## config.mk

```make
export PLATFORM = sky130hd
export DESIGN_NAME = led_code_sched
export DESIGN_NICKNAME = d
export VERILOG_FILES = /design/src/rtl/led_pkg.sv /design/src/rtl/led_tick_gen.sv /design/src/rtl/led_code_sched.sv
export SDC_FILE = /design/constraint.sdc
export NUM_CORES = 1
export LEC_CHECK = 0
export BUFFER_PORTS_ARGS = -buffer_cell sky130_fd_sc_hd__buf_2
export CAP_MARGIN = 10
export CORE_MARGIN = 1.5
export CORE_UTILIZATION = 50
export DETAILED_ROUTE_END_ITERATION = 8
export GPL_TIMING_DRIVEN = 0
export PLACE_DENSITY = 0.7
export SYNTH_ARGS = -nofsm -noshare
export SYNTH_HDL_FRONTEND = slang
export SYNTH_HIERARCHICAL = 1
export SYNTH_SLANG_ARGS = --single-unit
```

## constraint.sdc

```tcl
create_clock -name clk -period 4.9 [get_ports clk]
set_clock_uncertainty 0.1 [all_clocks]
set_input_delay 0.735 -clock clk [delete_from_list [all_inputs] [get_ports clk]]
set_output_delay 0.735 -clock clk [all_outputs]
set_load 0.1 [all_outputs]
```

## src/rtl/led_pkg.sv

```systemverilog
// Shared types and constants for the status-LED blink-code scheduler.
package led_pkg;

    localparam int CODE_W = 4;

    typedef enum logic [1:0] {IDLE, ON, OFF, GAP} led_state_t;

    // Largest of three tick counts; sizes the per-phase tick counter.
    function automatic int max3(input int a, input int b, input int c);
        int m;
        m = (a > b) ? a : b;
        return (m > c) ? m : c;
    endfunction

endpackage

```

## src/rtl/led_tick_gen.sv

```systemverilog
// Tick prescaler: pulses tick every TICK_CYC cycles and restarts from 0 on clr.
module led_tick_gen #(
    parameter int TICK_CYC = 4
) (
    input  logic clk,
    input  logic rst_n,
    input  logic clr,
    output logic tick
);

    localparam int CW = (TICK_CYC > 1) ? $clog2(TICK_CYC) : 1;

    logic [CW-1:0] r_cnt;

    assign tick = (r_cnt == CW'(TICK_CYC - 1));

    // Free-running 0..TICK_CYC-1 counter; clr realigns it to a phase start.
    always_ff @(posedge clk) begin
        if (!rst_n || clr)
            r_cnt <= '0;
        else if (tick)
            r_cnt <= '0;
        else
            r_cnt <= r_cnt + 1'b1;
    end

endmodule

```

## src/rtl/led_code_sched.sv

```systemverilog
// Blink-code scheduler: fixed-priority arbitration between requesters, then
// N short blinks followed by a long gap on the status LED.
module led_code_sched
    import led_pkg::*;
#(
    parameter int FREQ      = 100000000,
    parameter int TICK_CYC  = FREQ / 10,
    parameter int NREQ      = 4,
    parameter int ON_TICKS  = 2,
    parameter int OFF_TICKS = 2,
    parameter int GAP_TICKS = 8,
    localparam int GW       = (NREQ > 1) ? $clog2(NREQ) : 1
) (
    input  logic                     clk,
    input  logic                     rst_n,
    input  logic                     en,
    input  logic [NREQ-1:0]          req,
    input  logic [CODE_W*NREQ-1:0]   code,
    output logic                     led_out,
    output logic [GW-1:0]            grant_id,
    output logic                     seq_active,
    output logic                     seq_done
);

    localparam int PT_W = $clog2(max3(ON_TICKS, OFF_TICKS, GAP_TICKS) + 1);

    led_state_t        r_state, w_nxt;
    logic [CODE_W-1:0] r_code_l, r_blink;
    logic [PT_W-1:0]   r_ptick, w_lim;
    logic [GW-1:0]     r_gid, w_gnt_id;
    logic [CODE_W-1:0] w_gnt_code;
    logic              w_gnt_vld;
    logic              r_led, r_act, r_done;
    logic              w_tick, w_clr, w_phase_end, w_grant;

    // Prescaler restarts on every state entry and is held cleared while idle.
    led_tick_gen #(.TICK_CYC(TICK_CYC)) u_tick (
        .clk   (clk),
        .rst_n (rst_n),
        .clr   (w_clr),
        .tick  (w_tick)
    );

    // Priority encoder: scan high to low so the lowest eligible index wins.
    always_comb begin
        w_gnt_vld  = 1'b0;
        w_gnt_id   = '0;
        w_gnt_code = '0;
        for (int i = NREQ - 1; i >= 0; i--) begin
            if (req[i] && (code[i*CODE_W +: CODE_W] != '0)) begin
                w_gnt_vld  = 1'b1;
                w_gnt_id   = GW'(i);
                w_gnt_code = code[i*CODE_W +: CODE_W];
            end
        end
    end

    // Last tick index of the current phase.
    always_comb begin
        w_lim = '0;
        case (r_state)
            ON:      w_lim = PT_W'(ON_TICKS - 1);
            OFF:     w_lim = PT_W'(OFF_TICKS - 1);
            GAP:     w_lim = PT_W'(GAP_TICKS - 1);
            default: w_lim = '0;
        endcase
    end

    assign w_phase_end = w_tick && (r_ptick == w_lim);
    assign w_grant     = (r_state == IDLE) && en && w_gnt_vld;

    // Next-state logic; en low aborts from any state straight back to IDLE.
    always_comb begin
        w_nxt = r_state;
        if (!en) begin
            w_nxt = IDLE;
        end else begin
            case (r_state)
                IDLE: if (w_gnt_vld)   w_nxt = ON;
                ON:   if (w_phase_end) w_nxt = OFF;
                // r_blink already counts the blink just finished, so the
                // compare never lets the 4-bit counter pass the latched code.
                OFF:  if (w_phase_end) w_nxt = (r_blink < r_code_l) ? ON : GAP;
                GAP:  if (w_phase_end) w_nxt = IDLE;
                default: w_nxt = IDLE;
            endcase
        end
    end

    assign w_clr = (w_nxt != r_state) || (r_state == IDLE);

    // State register and registered outputs derived from the next state.
    always_ff @(posedge clk) begin
        if (!rst_n) begin
            r_state <= IDLE;
            r_led   <= 1'b0;
            r_act   <= 1'b0;
            r_done  <= 1'b0;
        end else begin
            r_state <= w_nxt;
            r_led   <= (w_nxt == ON);
            r_act   <= (w_nxt != IDLE);
            r_done  <= (r_state == GAP) && en && w_phase_end;
        end
    end

    // Ticks elapsed within the current phase.
    always_ff @(posedge clk) begin
        if (!rst_n || w_clr)
            r_ptick <= '0;
        else if (w_tick)
            r_ptick <= r_ptick + 1'b1;
    end

    // Grant latch and blink counter; grant_id is held until the next grant.
    always_ff @(posedge clk) begin
        if (!rst_n) begin
            r_gid    <= '0;
            r_code_l <= '0;
            r_blink  <= '0;
        end else if (w_grant) begin
            r_gid    <= w_gnt_id;
            r_code_l <= w_gnt_code;
            r_blink  <= '0;
        end else if ((r_state == ON) && (w_nxt == OFF)) begin
            r_blink  <= r_blink + 1'b1;
        end
    end

    assign led_out    = r_led;
    assign seq_active = r_act;
    assign seq_done   = r_done;
    assign grant_id   = r_gid;

endmodule

```

**Word-level counts from Yosys, hierarchy flattened**

Index checks and enable logic that the tools add are counted.

- Input bits: 23
- Output and inout bits: 5
- Flip-flop bits (word level): 43
- Logic and storage cells: 64

- Bitwise logic cells: 1
- Add/sub/neg operators: 3
- Order comparisons: 1
- Mux-type cells: 20
- Reduce and logical (&&, ||, !) cells: 22
- Equality and inequality tests: 8

Operators with widths:

| operator | count |
|---|---|
| 24-bit by 1-bit adder with 24-bit output, second input constant | 1 |
| 24-bit == test, second input constant | 1 |
| 2-bit two-way mux | 10 |
| 4-bit two-way mux | 4 |
| 4-bit nonzero test | 4 |
| 1-bit logical AND | 10 |
| 4-bit by 1-bit adder with 4-bit output, second input constant | 2 |
| 2-bit case mux with 4 select lines | 1 |
| 2-bit == test, second input constant | 3 |
| 3-bit case mux with 2 select lines | 1 |
| 2-bit OR reduction | 3 |
| 2-bit by 1-bit == test with 1-bit output, second input constant | 2 |
| 4-bit == test | 1 |
| 4-bit less-than comparator | 1 |
| 1-bit two-way mux | 4 |
| 2-bit logical NOT | 1 |
| 1-bit logical OR | 2 |
| 2-bit inequality test | 1 |
| 2-bit nonzero test | 1 |
| 1-bit logical NOT | 1 |
| 1-bit NOT | 1 |

**Longest topological paths before layout**

Gate-level depths: netlist of the first run.

- Word-level depth: 13
- Mapped depth: 11
- Mapped depth without buffers: 9

**By module**

Netlist of the first run, hierarchy kept.

By module, submodules not included:

| module | area an instance (sq um) | cells an instance | instances |
|---|---|---|---|
| led_code_sched | 1,189.9 | 135 | 1 |
| led_tick_gen | 1,152.4 | 131 | 1 |

**Least setup slack after synthesis of the first run**

Ideal clock, no wire load.

- Path type: flip-flop to flip-flop
- From: register u_tick.r_cnt[9]
- To: register r_blink[3]
- Cell stages (with the launch flop): 11
- Slack: 2,107 ps
- Arrival time: 2,579 ps
- Period minus slack after synthesis: 2,793 ps
- Path buffers: 2
- Cells stage by stage: dfxtp_1 -> nand2_1 -> or4_1 -> nor4_1 -> and3b_1 -> buf_2 -> and4_1 -> buf_2 -> nand4_1 -> xor2_1 -> nor2_1

- Cells in the longest elaborated chain, start to end: 7
- Elaborated cells between the ends (all ways): 9
- Classes of those cells: 2 x eq/ne; 5 x mux; 2 x reduce/logical

Ends and longest elaborated chain:

| element | RTL line | source |
|---|---|---|
| start: declaration | led_tick_gen.sv:13 | `logic [CW-1:0] r_cnt;` |
| start signal: assignment | led_tick_gen.sv:24 | `r_cnt <= r_cnt + 1'b1;` |
| 24-bit == test (*) | led_tick_gen.sv:15 | `assign tick = (r_cnt == CW'(TICK_CYC - 1));` |
| via w_tick | led_code_sched.sv:34 | `logic w_tick, w_clr, w_phase_end, w_grant;` |
| 1-bit logical AND (*) | led_code_sched.sv:69 | `assign w_phase_end = w_tick && (r_ptick == w_lim);` |
| 2-bit two-way mux, on equally long branches | led_code_sched.sv:84, led_code_sched.sv:80, led_code_sched.sv:83 |  |
| 2-bit case mux with 4 select lines (*) | led_code_sched.sv:78 | `case (r_state)` |
| 2-bit two-way mux (*) | led_code_sched.sv:75 | `if (!en) begin` |
| 2-bit == test (*) | led_code_sched.sv:125 | `end else if ((r_state == ON) && (w_nxt == OFF)) begin` |
| 1-bit logical AND (*) | led_code_sched.sv:125 |  |
| end signal: assignment | led_code_sched.sv:126 | `r_blink <= r_blink + 1'b1;` |
| end: declaration | led_code_sched.sv:28 | `logic [CODE_W-1:0] r_code_l, r_blink;` |

Mark *: on every way through the listed nets, which the timed path passes. The rest lies on a longest branch.
A chain may end at the register's enable or synchronous reset.

**Final worst setup path of the first run**

- From: register u_tick.r_cnt[9]
- To: register u_tick.r_cnt[22]

- Cells in the longest elaborated chain, start to end: 9
- Elaborated cells between the ends (all ways): 12
- Classes of those cells: 1 x add/sub; 2 x eq/ne; 5 x mux; 4 x reduce/logical

Ends and longest elaborated chain:

| element | RTL line | source |
|---|---|---|
| 24-bit == test (*) | led_tick_gen.sv:15 |  |
| via w_tick | led_code_sched.sv:34 |  |
| 1-bit logical AND (*) | led_code_sched.sv:69 |  |
| 2-bit two-way mux, on equally long branches | led_code_sched.sv:84, led_code_sched.sv:80, led_code_sched.sv:83 |  |
| 2-bit case mux with 4 select lines (*) | led_code_sched.sv:78 |  |
| 2-bit two-way mux (*) | led_code_sched.sv:75 |  |
| 2-bit inequality test (*) | led_code_sched.sv:90 | `assign w_clr = (w_nxt != r_state) \|\| (r_state == IDLE);` |
| 1-bit logical OR (*) | led_code_sched.sv:90 |  |
| via w_clr | led_code_sched.sv:34 |  |
| 1-bit logical OR (*) | led_tick_gen.sv:19 | `if (!rst_n \|\| clr)` |
| 2-bit OR reduction (no source line) (*) | -- |  |

Marked as above.

==> results of run 1 <==
-- cell families (layout without fill, tap and decap cells) --
logic type | Yosys count | after routing | synth area share [%]
compound gates | 61 | 61 | 20.6
flops | 43 | 43 | 36.8
xor+xnor | 18 | 18 | 6.73
fa+ha+maj | 6 | 6 | 3.21
buf+inv | 18 | 52 | 3.58
mux | 2 | 2 | 0.855
simple gates | 118 | 118 | 28.3
-- power by group --
| part | leakage (nW) | internal, W | switching [W] |
|---|---|---|---|
| registers | 0.348 | 0.000356 | 0.00000353 |
| logic | 0.550 | 0.0000308 | 0.0000566 |
| clock network | 0.0470 | 0.000111 | 0.000116 |
| total | 0.945 | 0.000498 | 0.000176 |
-- stage by stage --
step / std cells / setup slack [ps] / instance area [µm²] / util [%]
2_1_floorplan: 266 / 2110 / 2340 / -
3_3_place_gp: 345 / 1700 / 2540 / 57.2
3_5_place_dp: 345 / 1680 / 2540 / 57.2
4_1_cts: 352 / 1660 / 2630 / 59.2
5_1_grt: 352 / 1440 / 2630 / 59.2
6_report: 352 / 1630 / 2630 / 59.2
-- sequential cells by signal, indices dropped and copies added, names as in the netlist --
name	flops
u_tick/r_cnt	24
r_blink	4
r_code_l	4
r_ptick	4
grant_id	2
r_state	2
led_out	1
seq_active	1
seq_done	1
-- worst max-delay path, stage by stage (launching register included) --
cell and delay [ps]:
dfxtp_1 410, nand2_1 70, or4_1 550, nor4_1 900
and3b_1 270, buf_2 180, a21oi_1 110, nand2_1 80
nor2b_1 70, o41ai_4 100, buf_4 280, a21oi_1 50
-- metal layers --
metal  routed length (µm)  vias up  GRT usage [%]
met5                    0        -              0
met4                   79        0           7.69
met3                  194        9           4.08
met2                 2220       51           31.8
met1                 2190      898           25.9
li1                     -     1060              -
-- layout make-up --
class / count / area [µm²] / area share [%]
multi-input cells: 205 / 1400 / 53.1
flip-flops and latches: 43 / 861 / 32.7
clock inverters: 1 / 5.00 / 0.190
inverters: 8 / 30.0 / 1.14
plain buffers: 10 / 53.8 / 2.05
repair buffers: 27 / 135 / 5.14
clock buffers: 6 / 82.6 / 3.14
well taps: 52 / 65.1 / 2.47
-- cell usage after synthesis (all sizes together) (5+ instances only) --
master	instances	area [µm²]
dfxtp	43	861
nor2	28	105
a21oi	22	114
nand2	20	75.1
nand3	13	65.1
o21ai	13	65.1
nand4	12	96.3
xor2	10	87.6
nor3	9	45.0
inv	8	30.0
xnor2	8	70.1
or3	7	43.8
buf	6	35.0
ha	6	75.1
o41ai	5	115
or4	5	41.3
-- how the worst min path moves through the flow --
stage	start	endpoint	slack, ps	cells after the start
after global placement	u_tick/r_cnt[0]	u_tick/r_cnt[0]	340	1
after detailed placement	u_tick/r_cnt[0]	u_tick/r_cnt[0]	350	1
after global routing	u_tick/r_cnt[0]	u_tick/r_cnt[0]	400	1
after floorplan	u_tick/r_cnt[0]	u_tick/r_cnt[0]	330	1
final	u_tick/r_cnt[0]	u_tick/r_cnt[0]	360	1
after CTS	u_tick/r_cnt[0]	u_tick/r_cnt[0]	370	1
==> flow_summary_export.csv, run 1 <==
group,metric,value,unit
detailed_routing,vias,2018,
cells_and_area,syn2layout_area_growth,12.3,%
sta,hold_slack,361,ps
floorplanning,rows,24,
cts,postCtsSetupBuffers,0,
setup_path,reg2reg_to,"u_tick/r_cnt[22]",
setup_path,r2r_slack,1630,ps
cts,clkTransAtPathRegs,80,ps
detailed_routing,vias_per_cell,5.73,
job,drv_cap,0,
power_and_ir_drop,p_total,0.000674,W
setup_path,endpoint,"u_tick/r_cnt[22]",
cts,cts_num_sinks,43,
floorplanning,coreArea,4440,µm²
setup_path,ff2ff_path_depth,11,
yosys,yosys_warnings,6,
placement,dp.final_hpwl,3.50,mm
placement,gp_congestion,0.826,
power_and_ir_drop,powerDensity,256,nW/µm²
cts,htree_levels,2,
cells_and_area,final_cell_mix,"dfxtp_1, buf_2, nor2_1",
detailed_routing,ant_nets,0,
detailed_routing,route.detailed.drc,0,
sta,tns,0,ps
outcome,status,"completed",
global_route,track_usage,19.7,%
yosys,synth_enable_flop_cells,0,
cells_and_area,num_antenna_cells,0,
yosys,async_flop_share,0,%
floorplanning,die_area,5100,µm²
global_route,grt_pass1_vias,1842,
placement,port-buffer-count,27,
sta,rsz0062_at_grt,"no",
cells_and_area,final_common_cell,"dfxtp_1",
detailed_routing,drt-wirelength-per-cell,13.3,µm
cells_and_area,nets,329,
setup_path,worstSetupPathType,"register to register",
setup_path,cp.arrival,3350,ps
detailed_routing,routed_wl,4.68,mm
detailed_routing,first_iter_violations,96,
setup_path,end_kind,"register",
sta,tightest_slew,1080,ps
setup_path,setup.worst_path.start_class,"register",
floorplanning,io_pins,28,
global_route,grt_pass1_wl,8.09,mm
detailed_routing,drtPass1Iterations,7,
yosys,ys_types,51,
cts,clk-insertion-delay-late,290,ps
setup_path,startpoint,"u_tick/r_cnt[9]",
floorplanning,die_h,71.4,µm
cts,cts_resized,0,
cts,cts_tree,"yes",
setup_path,cp_max_fo,10,
sta,period_share,66.7,%
yosys,seq_area_frac_synth,36.8,%
cells_and_area,drive_gt1_share,18.0,%
global_route,grt_max_degree,13,
power_and_ir_drop,vdd_drop_max,0.000197,V
yosys,syn-num-nets,295,
global_route,antenna_found_initial,0,
cts,hold_buffers,0,
yosys,syn-cell-area,2340,µm²
power_and_ir_drop,total_leakage_power,0.945,nW
sta,setup_violations,0,
global_route,grt.overflow.total,0,
cts,root_buffer,"clkbuf_8",
sta,slew_violations,0,
yosys,syn_avg_cell_area,8.81,µm²
setup_path,r2r-start,"u_tick/r_cnt[9]",
sta,relSlewSlack,27.5,%
cells_and_area,fill_cells,398,
sta,hold_viol,0,
cts,cts_buffer_depth,2,
min_path,hold_path_class,"register to register",
cts,numCtsBuffers,5,
yosys,synth-main-ff-cell,"dfxtp_1",
floorplanning,fp.dieW,71.4,µm
yosys,synth_cells,266,
floorplanning,initial_core_util,52.7,%
setup_path,worstPathRequired,4980,ps
sta,min_period,3270,ps
sta,fmax,306,MHz
yosys,ys_seq_elements,43,
Note: power is estimated with default switching activity, not from simulation.
==> run 2, diff against run 1 <==
Clock period 4.9 ns to 3.1 ns, I/O delays scaled along.
==> flow_summary_export.csv, run 2 (synthesis results as in run 1) <==
group,metric,value,unit
outcome,status,"completed",
cells_and_area,final_common_cell,"dfxtp_1",
sta,period_share,90.2,%
cells_and_area,num_antenna_cells,0,
power_and_ir_drop,powerDensity,404,nW/µm²
global_route,grt_pass1_vias,1851,
sta,relSlewSlack,62.4,%
floorplanning,initial_core_util,52.7,%
detailed_routing,route.detailed.drc,0,
detailed_routing,routed_wl,4.74,mm
placement,place_ws,-125,ps
power_and_ir_drop,switching_share,26.4,%
placement,dp.final_hpwl,3.50,mm
global_route,track_usage,19.9,%
global_route,grt.overflow.total,0,
floorplanning,io_pins,28,
placement,placed_cells,345,
sta,setup_violations,0,
cts,clk-insertion-delay-late,300,ps
min_path,hold_path_class,"primary input to register",
setup_path,setup.worst_path.start_class,"register",
sta,hold_viol,0,
placement,port-buffer-count,27,
setup_path,worstSetupPathType,"register to register",
sta,layout_setup_ws,305,ps
floorplanning,rows,24,
power_and_ir_drop,power_frac_comb,12.9,%
detailed_routing,vias_per_cell,5.73,
cells_and_area,final_cell_mix,"dfxtp_1, buf_2, nor2_1",
cells_and_area,syn2layout_area_growth,12.9,%
global_route,grt_max_degree,13,
floorplanning,die_h,71.4,µm
power_and_ir_drop,p_clk_share,33.9,%
cts,htree_levels,2,
floorplanning,coreArea,4440,µm²
detailed_routing,vias,2018,
cts,cts_num_sinks,43,
cts,clkTransAtPathRegs,80,ps
cells_and_area,nets,329,
power_and_ir_drop,p_int,0.000786,W
cells_and_area,instances_no_fill,352,
setup_path,cp.arrival,2880,ps
job,drv_cap,0,
detailed_routing,ant_nets,0,
detailed_routing,drtPass1Iterations,4,
power_and_ir_drop,pwr-share-seq,53.2,%
placement,gp_congestion,0.826,
cts,root_buffer,"clkbuf_8",
sta,slew_violations,0,
setup_path,end_kind,"register",
detailed_routing,drt-wirelength-per-cell,13.5,µm
power_and_ir_drop,total_leakage_power,0.962,nW
global_route,grt_pass1_wl,8.18,mm
setup_path,worstPathRequired,3180,ps
cts,cts_tree,"yes",
power_and_ir_drop,vdd_drop_max,0.000312,V
global_route,antenna_found_initial,0,
detailed_routing,first_iter_violations,101,
floorplanning,die_area,5100,µm²
power_and_ir_drop,p_switching,0.000282,W
cts,cts_buffer_depth,2,
floorplanning,fp.dieW,71.4,µm
setup_path,cp_max_fo,10,
cells_and_area,drive_gt1_share,18.3,%
cells_and_area,largest_reg_flops,24,
sta,rsz0062_at_grt,"no",
sta,fmax,358,MHz
sta,tightest_slew,559,ps
cts,postCtsSetupBuffers,0,
cts,numCtsBuffers,5,
cells_and_area,top_register,"u_tick/r_cnt",
sta,hold_slack,358,ps
sta,min_period,2800,ps
[run 2: path summary, 6_finish.rpt]
check                           slack, ps            start  cells after the start          endpoint
worst max-delay path                  300  u_tick/r_cnt[9]                     11  u_tick/r_cnt[22]
worst min-delay path                  360               en                      3          seq_done
worst max register to register        300  u_tick/r_cnt[9]                     11  u_tick/r_cnt[22]
worst min register to register        360  u_tick/r_cnt[0]                      1   u_tick/r_cnt[0]
[run 2: metal layers]
metal  vias to the layer above  part of all wire (%)  global-route usage, %
met2                        36                    47                   32.1
met5                         -                     0                      0
met1                       913                    47                   26.2
met4                         0                   1.6                   7.69
met3                         9                   4.0                   4.08
li1                       1060                     -                      -
[run 2: worst max-delay path: stages (launching register included)]
cell	delay [ps]
dfxtp_1	420
nand2_1	70
or4_1	590
nor4_4	440
and3b_1	220
buf_2	170
a21oi_1	110
nand2_1	80
nor2b_1	70
o41ai_4	100
buf_4	270
a21oi_1	50
[run 2: metrics by stage]
stage | setup TNS, ps | total power (W) | util (%) | cell area [µm²]
final | 0 | 0.00107 | 59.5 | 2650
after global routing | 0 | 0.00112 | 59.5 | 2650
after CTS | 0 | 0.00108 | 59.3 | 2640
after detailed placement | -2570 | 0.000720 | 57.2 | 2540
after global placement | -1940 | 0.000718 | 57.2 | 2540
after floorplan | 0 | 0.000674 | - | 2340
[run 2: area by class of cell]
type / instances / area, µm²
clock inverters: 1 / 5.00
well taps: 52 / 65.1
plain buffers: 10 / 53.8
multi-input cells: 205 / 1410
repair buffers: 27 / 135
clock buffers: 6 / 82.6
fillers: 393 / 1800
flip-flops and latches: 43 / 861
inverters: 8 / 30.0
[run 2: power by group through the flow]
stage          combinational [W]  clock, W  sequential (W)
5_1_grt                 0.000150  0.000402        0.000570
3_3_place_gp            0.000137         0        0.000581
2_1_floorplan          0.0000644         0        0.000610
3_5_place_dp            0.000139         0        0.000582
6_report                0.000138  0.000362        0.000568
4_1_cts                 0.000139  0.000371        0.000569
[run 2: what timing repair did]
action | CTS | global route
resized for setup | 1 | 1
setup endpoints to repair | 23 | 21
hold buffers | 0 | 0
